## config.mk

```make
export PLATFORM = sky130hd
export DESIGN_NAME = freq_seq_ctrl
export DESIGN_NICKNAME = d
export VERILOG_FILES = /design/src/rtl/freq_seq_pkg.sv /design/src/rtl/freq_step_table.sv /design/src/rtl/freq_seq_ctrl.sv
export SDC_FILE = /design/constraint.sdc
export NUM_CORES = 1
export LEC_CHECK = 0
export ABC_AREA = 1
export CORE_MARGIN = 5
export CORE_UTILIZATION = 40
export DETAILED_ROUTE_END_ITERATION = 8
export SLEW_MARGIN = 20
export SYNTH_ARGS = -nofsm -noshare
export SYNTH_HDL_FRONTEND = slang
export SYNTH_SLANG_ARGS = --single-unit
```

## constraint.sdc

```tcl
create_clock -name clk -period 2.9 [get_ports clk]
set_input_delay 0.29 -clock clk [delete_from_list [all_inputs] [get_ports clk]]
set_output_delay 0.29 -clock clk [all_outputs]
set_load 0.03 [all_outputs]
```

## src/rtl/freq_seq_pkg.sv

```systemverilog
// Shared types and constants for the frequency-divider step sequencer.
// The optional pause input is enabled with FREQ_SEQ_PAUSE_EN.
package freq_seq_pkg;
  localparam int SEL_W      = 3;
  localparam int DIV_M      = 9;
  localparam int STEP_DUR_W = 8;

  typedef enum logic [1:0] {IDLE, LOAD, RUN, DONE} state_t;

  typedef struct packed {
    logic [SEL_W-1:0]      sel;
    logic [STEP_DUR_W-1:0] dur;
  } step_t;

  // Divider period in clk cycles for a given select.
  function automatic int unsigned period(input logic [SEL_W-1:0] sel);
    return 32'd256 - (32'd32 * 32'(sel));
  endfunction
endpackage

```

## src/rtl/freq_step_table.sv

```systemverilog
// Step table: one write port, two combinational read ports, cleared on reset.
module freq_step_table
  import freq_seq_pkg::*;
#(
  parameter int DEPTH_W = 3,
  parameter int DUR_W   = 8
) (
  input  logic               clk,
  input  logic               rst,
  input  logic               we,
  input  logic [DEPTH_W-1:0] waddr,
  input  logic [SEL_W-1:0]   wsel,
  input  logic [DUR_W-1:0]   wdur,
  input  logic [DEPTH_W-1:0] raddr0,
  output logic [SEL_W-1:0]   rsel0,
  output logic [DUR_W-1:0]   rdur0,
  input  logic [DEPTH_W-1:0] raddr1,
  output logic [SEL_W-1:0]   rsel1,
  output logic [DUR_W-1:0]   rdur1
);
  localparam int N = 2**DEPTH_W;

  logic [N-1:0][SEL_W-1:0] sel_q, sel_d;
  logic [N-1:0][DUR_W-1:0] dur_q, dur_d;

  always_comb begin
    sel_d = sel_q;
    dur_d = dur_q;
    if (we) begin
      sel_d[waddr] = wsel;
      dur_d[waddr] = wdur;
    end
  end

  always_ff @(posedge clk or negedge rst) begin
    if (!rst) begin
      sel_q <= '0;
      dur_q <= '0;
    end else begin
      sel_q <= sel_d;
      dur_q <= dur_d;
    end
  end

  assign rsel0 = sel_q[raddr0];
  assign rdur0 = dur_q[raddr0];
  assign rsel1 = sel_q[raddr1];
  assign rdur1 = dur_q[raddr1];
endmodule

```

## src/rtl/freq_seq_ctrl.sv

```systemverilog
// Plays a programmed list of (select, duration) steps on the 9-bit loadable divider.
// Define FREQ_SEQ_PAUSE_EN to add the pause input.
module freq_seq_ctrl
  import freq_seq_pkg::*;
#(
  parameter int DEPTH_W = 3,
  parameter int DUR_W   = 8
) (
  input  logic               clk,
  input  logic               rst,
  input  logic               cfg_we,
  input  logic [DEPTH_W-1:0] cfg_addr,
  input  logic [SEL_W-1:0]   cfg_sel,
  input  logic [DUR_W-1:0]   cfg_dur,
  input  logic               start,
  input  logic [DEPTH_W-1:0] len,
  input  logic               loop,
  input  logic               stop,
`ifdef FREQ_SEQ_PAUSE_EN
  input  logic               pause,
`endif
  input  logic               div_co,
  output logic               div_ld,
  output logic [SEL_W-1:0]   div_cnt,
  output logic               busy,
  output logic               done,
  output logic [DEPTH_W-1:0] step_idx,
  output logic               tone_out
);
  state_t             state_q, state_d;
  logic [DEPTH_W-1:0] idx_q, idx_d, last_q, last_d, nxt_idx;
  logic [DUR_W-1:0]   rem_q, rem_d, cur_dur, nxt_dur, cur_rem, nxt_rem;
  logic [SEL_W-1:0]   cur_sel, nxt_sel;
  logic               loop_q, loop_d, busy_q, busy_d, done_q, done_d, tone_q, tone_d;
  logic               pause_w;

`ifdef FREQ_SEQ_PAUSE_EN
  assign pause_w = pause;
`else
  assign pause_w = 1'b0;
`endif

  // Second read port looks one step ahead, wrapping to 0 after the last step.
  assign nxt_idx = (idx_q == last_q) ? '0 : idx_q + DEPTH_W'(1);
  assign cur_rem = (cur_dur == '0) ? DUR_W'(1) : cur_dur;
  assign nxt_rem = (nxt_dur == '0) ? DUR_W'(1) : nxt_dur;

  freq_step_table #(.DEPTH_W(DEPTH_W), .DUR_W(DUR_W)) u_tbl (
    .clk   (clk),
    .rst   (rst),
    .we    (cfg_we && (state_q == IDLE)),
    .waddr (cfg_addr),
    .wsel  (cfg_sel),
    .wdur  (cfg_dur),
    .raddr0(idx_q),
    .rsel0 (cur_sel),
    .rdur0 (cur_dur),
    .raddr1(nxt_idx),
    .rsel1 (nxt_sel),
    .rdur1 (nxt_dur)
  );

  always_comb begin
    state_d = state_q;
    idx_d   = idx_q;
    last_d  = last_q;
    loop_d  = loop_q;
    rem_d   = rem_q;
    tone_d  = tone_q;
    div_ld  = 1'b0;
    div_cnt = cur_sel;
    case (state_q)
      IDLE: if (start) begin
        last_d  = len;
        loop_d  = loop;
        idx_d   = '0;
        state_d = LOAD;
      end
      LOAD: begin
        div_ld  = 1'b1;
        rem_d   = cur_rem;
        state_d = RUN;
      end
      RUN: begin
        // Holding ld freezes the divider at its load value while paused.
        if (pause_w) begin
          div_ld = 1'b1;
        end else if (div_co) begin
          tone_d = ~tone_q;
          if (rem_q > DUR_W'(1)) begin
            div_ld = 1'b1;
            rem_d  = rem_q - DUR_W'(1);
          end else if (idx_q < last_q || loop_q) begin
            div_ld  = 1'b1;
            div_cnt = nxt_sel;
            idx_d   = nxt_idx;
            rem_d   = nxt_rem;
          end else begin
            state_d = DONE;
          end
        end
      end
      DONE: begin
        tone_d  = 1'b0;
        state_d = IDLE;
      end
      default: state_d = IDLE;
    endcase
    if (stop) begin
      state_d = IDLE;
      tone_d  = 1'b0;
      div_ld  = 1'b0;
    end
    busy_d = (state_d == LOAD) || (state_d == RUN);
    done_d = (state_d == DONE);
  end

  always_ff @(posedge clk or negedge rst) begin
    if (!rst) begin
      state_q <= IDLE;
      idx_q   <= '0;
      last_q  <= '0;
      loop_q  <= 1'b0;
      rem_q   <= '0;
      busy_q  <= 1'b0;
      done_q  <= 1'b0;
      tone_q  <= 1'b0;
    end else begin
      state_q <= state_d;
      idx_q   <= idx_d;
      last_q  <= last_d;
      loop_q  <= loop_d;
      rem_q   <= rem_d;
      busy_q  <= busy_d;
      done_q  <= done_d;
      tone_q  <= tone_d;
    end
  end

  assign busy     = busy_q;
  assign done     = done_q;
  assign step_idx = idx_q;
  assign tone_out = tone_q;
endmodule

```

==> results.py <==
metrics = {
    "floorplan": {
        "floorplan.die.width_um": 136,
        "floorplan.core_area_um2": 15700,
        "die-height_um": 136,
        "design.die.area_um2": 18400,
        "num_io_pins": 34,
        "floorplan.initialDensity_pct": 40.3,
        "std_cell_rows": 46,
    },
    "clock_tree": {
        "cts.htree.levels": 3,
        "clk_pin_slew_worst_paths_ns": 0.08,
        "clock-sinks": 108,
        "cts_tree": "done",
        "clock_path_buffers": 2,
        "cts-buffers-inserted": 9,
        "insertion_delay_ns": 0.36,
        "clk_root_buffer_cell": "sky130_fd_sc_hd__clkbuf_16",
    },
    "min_path": {
        "timing.hold.worst.class": "input pin to asynchronous set/reset pin",
    },
    "routing": {
        "post_detailed_route_count_of_antenna_violating_nets": 0,
        "route.detailed.vias_per_inst": 5.21,
        "routed_wire_length_per_instance_um": 16.0,
        "postRouteWirelength_mm": 17.7,
        "drt_first_iter_violations": 559,
        "num_vias": 5748,
        "detailedRoute.firstPassIterationCount": 5,
        "post_route_drc_violation_count": 0,
    },
    "worst_setup_path": {
        "cp.buffers_inverters": 4,
        "cp-end-kind": "output pin",
        "worst-endpoint-required_ns": 2.61,
        "timing.critical_path.arrival_ns": 2.37,
        "critPathSlowestCell": "sky130_fd_sc_hd__dfrtp_1",
        "r2r_cells": 14,
        "critical_path_peak_fanout": 11,
        "critical_path.top_delay_family": "buffers and inverters",
        "worst_r2r_startpoint": "step_idx[1]",
        "reg2reg_to": "rem_q[0]",
        "cp_slowest_stage_delay_ns": 0.39,
        "critical_path.endpoint": "div_cnt[0]",
        "startpoint": "step_idx[1]",
        "reg2reg_setup_slack_ns": 0.61,
        "critical_path.startpoint_type": "flip-flop",
        "critical_path_depth": 11,
        "setup.worst_path.class": "flip-flop to output pin",
        "cp_cell_sequence": "buf_4, ha_1, nand2_4, inv_2, o21ai_0, o22ai_1, nand2_1, nand3_1, o21ai_0, inv_1, buf_4",
    },
    "synth": {
        "synthDistinctLibCells": 35,
        "largest_cells_by_area_after_synthesis": "sky130_fd_sc_hd__dfrtp_1 43%, sky130_fd_sc_hd__nand2_1 13%, sky130_fd_sc_hd__o21ai_0 11%",
        "synth-compound-area-share_pct": 19.5,
        "synth_fp_nets": 899,
        "sequential_area_share_after_synthesis_pct": 42.8,
        "ys_ff_latch": 108,
        "synth.cell_area_um2": 6310,
        "ys_dominant_reg_cell": "sky130_fd_sc_hd__dfrtp_1",
        "post_synth_mux_area_share_pct": 0.178,
        "synth_top_family_by_area": "simple AND/OR/NAND/NOR gates",
        "synth_top_area_share_pct": 42.8,
        "synthXorXnorAreaFrac_pct": 0.416,
        "yosys.area_share.simple_pct": 24.8,
        "synthesis.yosys.warnings": 0,
        "postSynth.asyncResetShare_pct": 100,
        "edff_count_synth": 0,
        "synthDominantAreaCellType": "sky130_fd_sc_hd__dfrtp_1",
        "synth_fa_ha_area_share_pct": 2.38,
        "syn_avg_cell_area_um2": 7.31,
        "cell_count_after_synthesis": 863,
    },
    "timing": {
        "final.min_clock_period_ns": 2.66,
        "drv_slew": 0,
        "hold_viol": 0,
        "worstMarginPinSlew_ns": 0.634,
        "maxClockFrequency_mhz": 376,
        "skew_ns": 0.0107,
        "rsz0062_at_grt": "no",
        "worst_hold_slack_ns": 0.423,
        "post_layout_worst_setup_margin_ns": 0.238,
        "timing.max_slew.rel_slack_pct": 57.7,
        "post-route-period-util_pct": 91.8,
        "final_total_negative_setup_slack_ns": 0,
        "finalSetupViolations": 0,
    },
    "power_and_ir_drop": {
        "power_per_cell_area_nw_per_um2": 1110,
        "irDropWorstVdd_v": 0.000476,
        "leakagePower_nw": 3.43,
        "fin_total_pwr_mw": 7.96,
    },
    "finish": {
        "antenna-diode-count": 0,
        "nets": 918,
        "n_fill_cell": 1650,
        "drive_gt1_share_pct": 6.76,
        "final-seq-area_um2": 2700,
        "final_cell_count_no_fill": 1103,
        "multi_input_gate_area_in_the_final_layout_um2": 2990,
        "area.growth.synth_to_final_pct": 13.4,
        "mostFrequentLayoutCell": "sky130_fd_sc_hd__nand2_1",
        "most_frequent_cells_in_the_layout": "215 x sky130_fd_sc_hd__nand2_1, 137 x sky130_fd_sc_hd__o21ai_0, 107 x sky130_fd_sc_hd__dfrtp_1",
    },
    "placed_design": {
        "placed_cells": 1086,
        "rd_place_congestion": 0.829,
        "pre_cts_slack_ns": 0.509,
        "place.detailed.hpwl_mm": 11.5,
        "placement.io_buffers": 33,
    },
    "global_route": {
        "grt_pass1_wl_mm": 29.2,
        "maximum_number_of_pins_on_one_net_before_global_route_repair": 75,
        "grt_overflow": 0,
        "grt_usage_pct": 20.3,
        "first_global_vias": 5357,
        "grt_antenna_before_repair": 0,
    },
    "run": {
        "timing.max_cap.violations": 0,
    },
    "outcome": {
        "run_status": "complete, no violations",
    },
}
[cells by family (layout without fill, tap and decap cells)]
logic type / Yosys count / after routing
simple gates: 372 / 372
compound gates: 226 / 226
buf+inv: 141 / 165
flops: 108 / 108
fa+ha+maj: 12 / 12
xor+xnor: 3 / 3
mux: 1 / 1
[worst reg2reg max path, delay by kind of cell (launching register included)]
kind / cells / cell delay [ns]
and+or+nand+nor: 10 / 0.86
buffers and inverters: 2 / 0.52
DFF: 1 / 0.39
adders and majority gates: 1 / 0.32
AOI/OAI and AO/OA: 1 / 0.11
[how the worst min path moves through the flow]
stage | startpoint | end | slack, ns | cells after the start
2_1_floorplan | rst | busy | -0.006 | 0
3_3_place_gp | rst | u_tbl.dur_q[31] | 0.29 | 1
3_5_place_dp | rst | u_tbl.dur_q[15] | 0.30 | 1
4_1_cts | rst | u_tbl.dur_q[15] | 0.45 | 2
5_1_grt | rst | u_tbl.dur_q[15] | 0.49 | 2
6_report | rst | u_tbl.dur_q[15] | 0.42 | 2
[per-stage QoR]
stage                     util (%)  instance area, um2
after CTS                     45.7                7150
after global placement        43.6                6820
after floorplan                  -                6310
after detailed placement      43.6                6820
final                         45.7                7160
after global routing          45.7                7160
[registers in the layout (all words and copies together) (netlist names)]
signal / flops
busy: 1
done: 1
last_q: 3
loop_q: 1
rem_q: 8
state_q: 2
step_idx: 3
tone_out: 1
u_tbl.dur_q: 64
u_tbl.sel_q: 24
[per-layer routing]
| layer | GRT usage (%) | share of wire, % | up-vias |
|---|---|---|---|
| met3 | 3.60 | 5.7 | 19 |
| met1 | 30.0 | 48 | 2691 |
| met5 | 0 | 0 | - |
| met2 | 30.6 | 45 | 155 |
| li1 | - | - | 2883 |
| met4 | 5.99 | 1.5 | 0 |
[where the power goes]
| part | switching (mW) | leakage (nW) | internal (mW) |
|---|---|---|---|
| Clock | 0.609 | 0.152 | 0.709 |
| Combinational | 2.50 | 1.92 | 1.43 |
| Sequential | 0.498 | 1.35 | 2.21 |
| Total | 3.61 | 3.43 | 4.35 |
[cell type report]
| type | instances | area share (%) |
|---|---|---|
| well taps | 216 | 3.78 |
| flip-flops and latches | 108 | 37.8 |
| clock buffers | 10 | 3.34 |
| repair buffers | 59 | 7.45 |
| inverters | 90 | 4.75 |
| multi-input cells | 614 | 41.8 |
| clock inverters | 6 | 1.12 |
[what timing repair did]
action | in CTS | in global routing
gates resized for setup | 0 | 2
setup endpoints to repair | 0 | 4
hold buffers | 1 | 0
endpoints found under the hold margin | 34 | 0
buffers inserted | 0 | 0
[synthesized netlist by cell type, drive strengths merged, types with 6 or more instances]
cell and count:
o21ai 145, nand2 217, a21oi 49, nand3 90, o211ai 9, o22ai 6
buf 25, ha 12, dfrtp 108, inv 89, nor2 60, clkbuf 26
(Power assumes the default switching activity.)
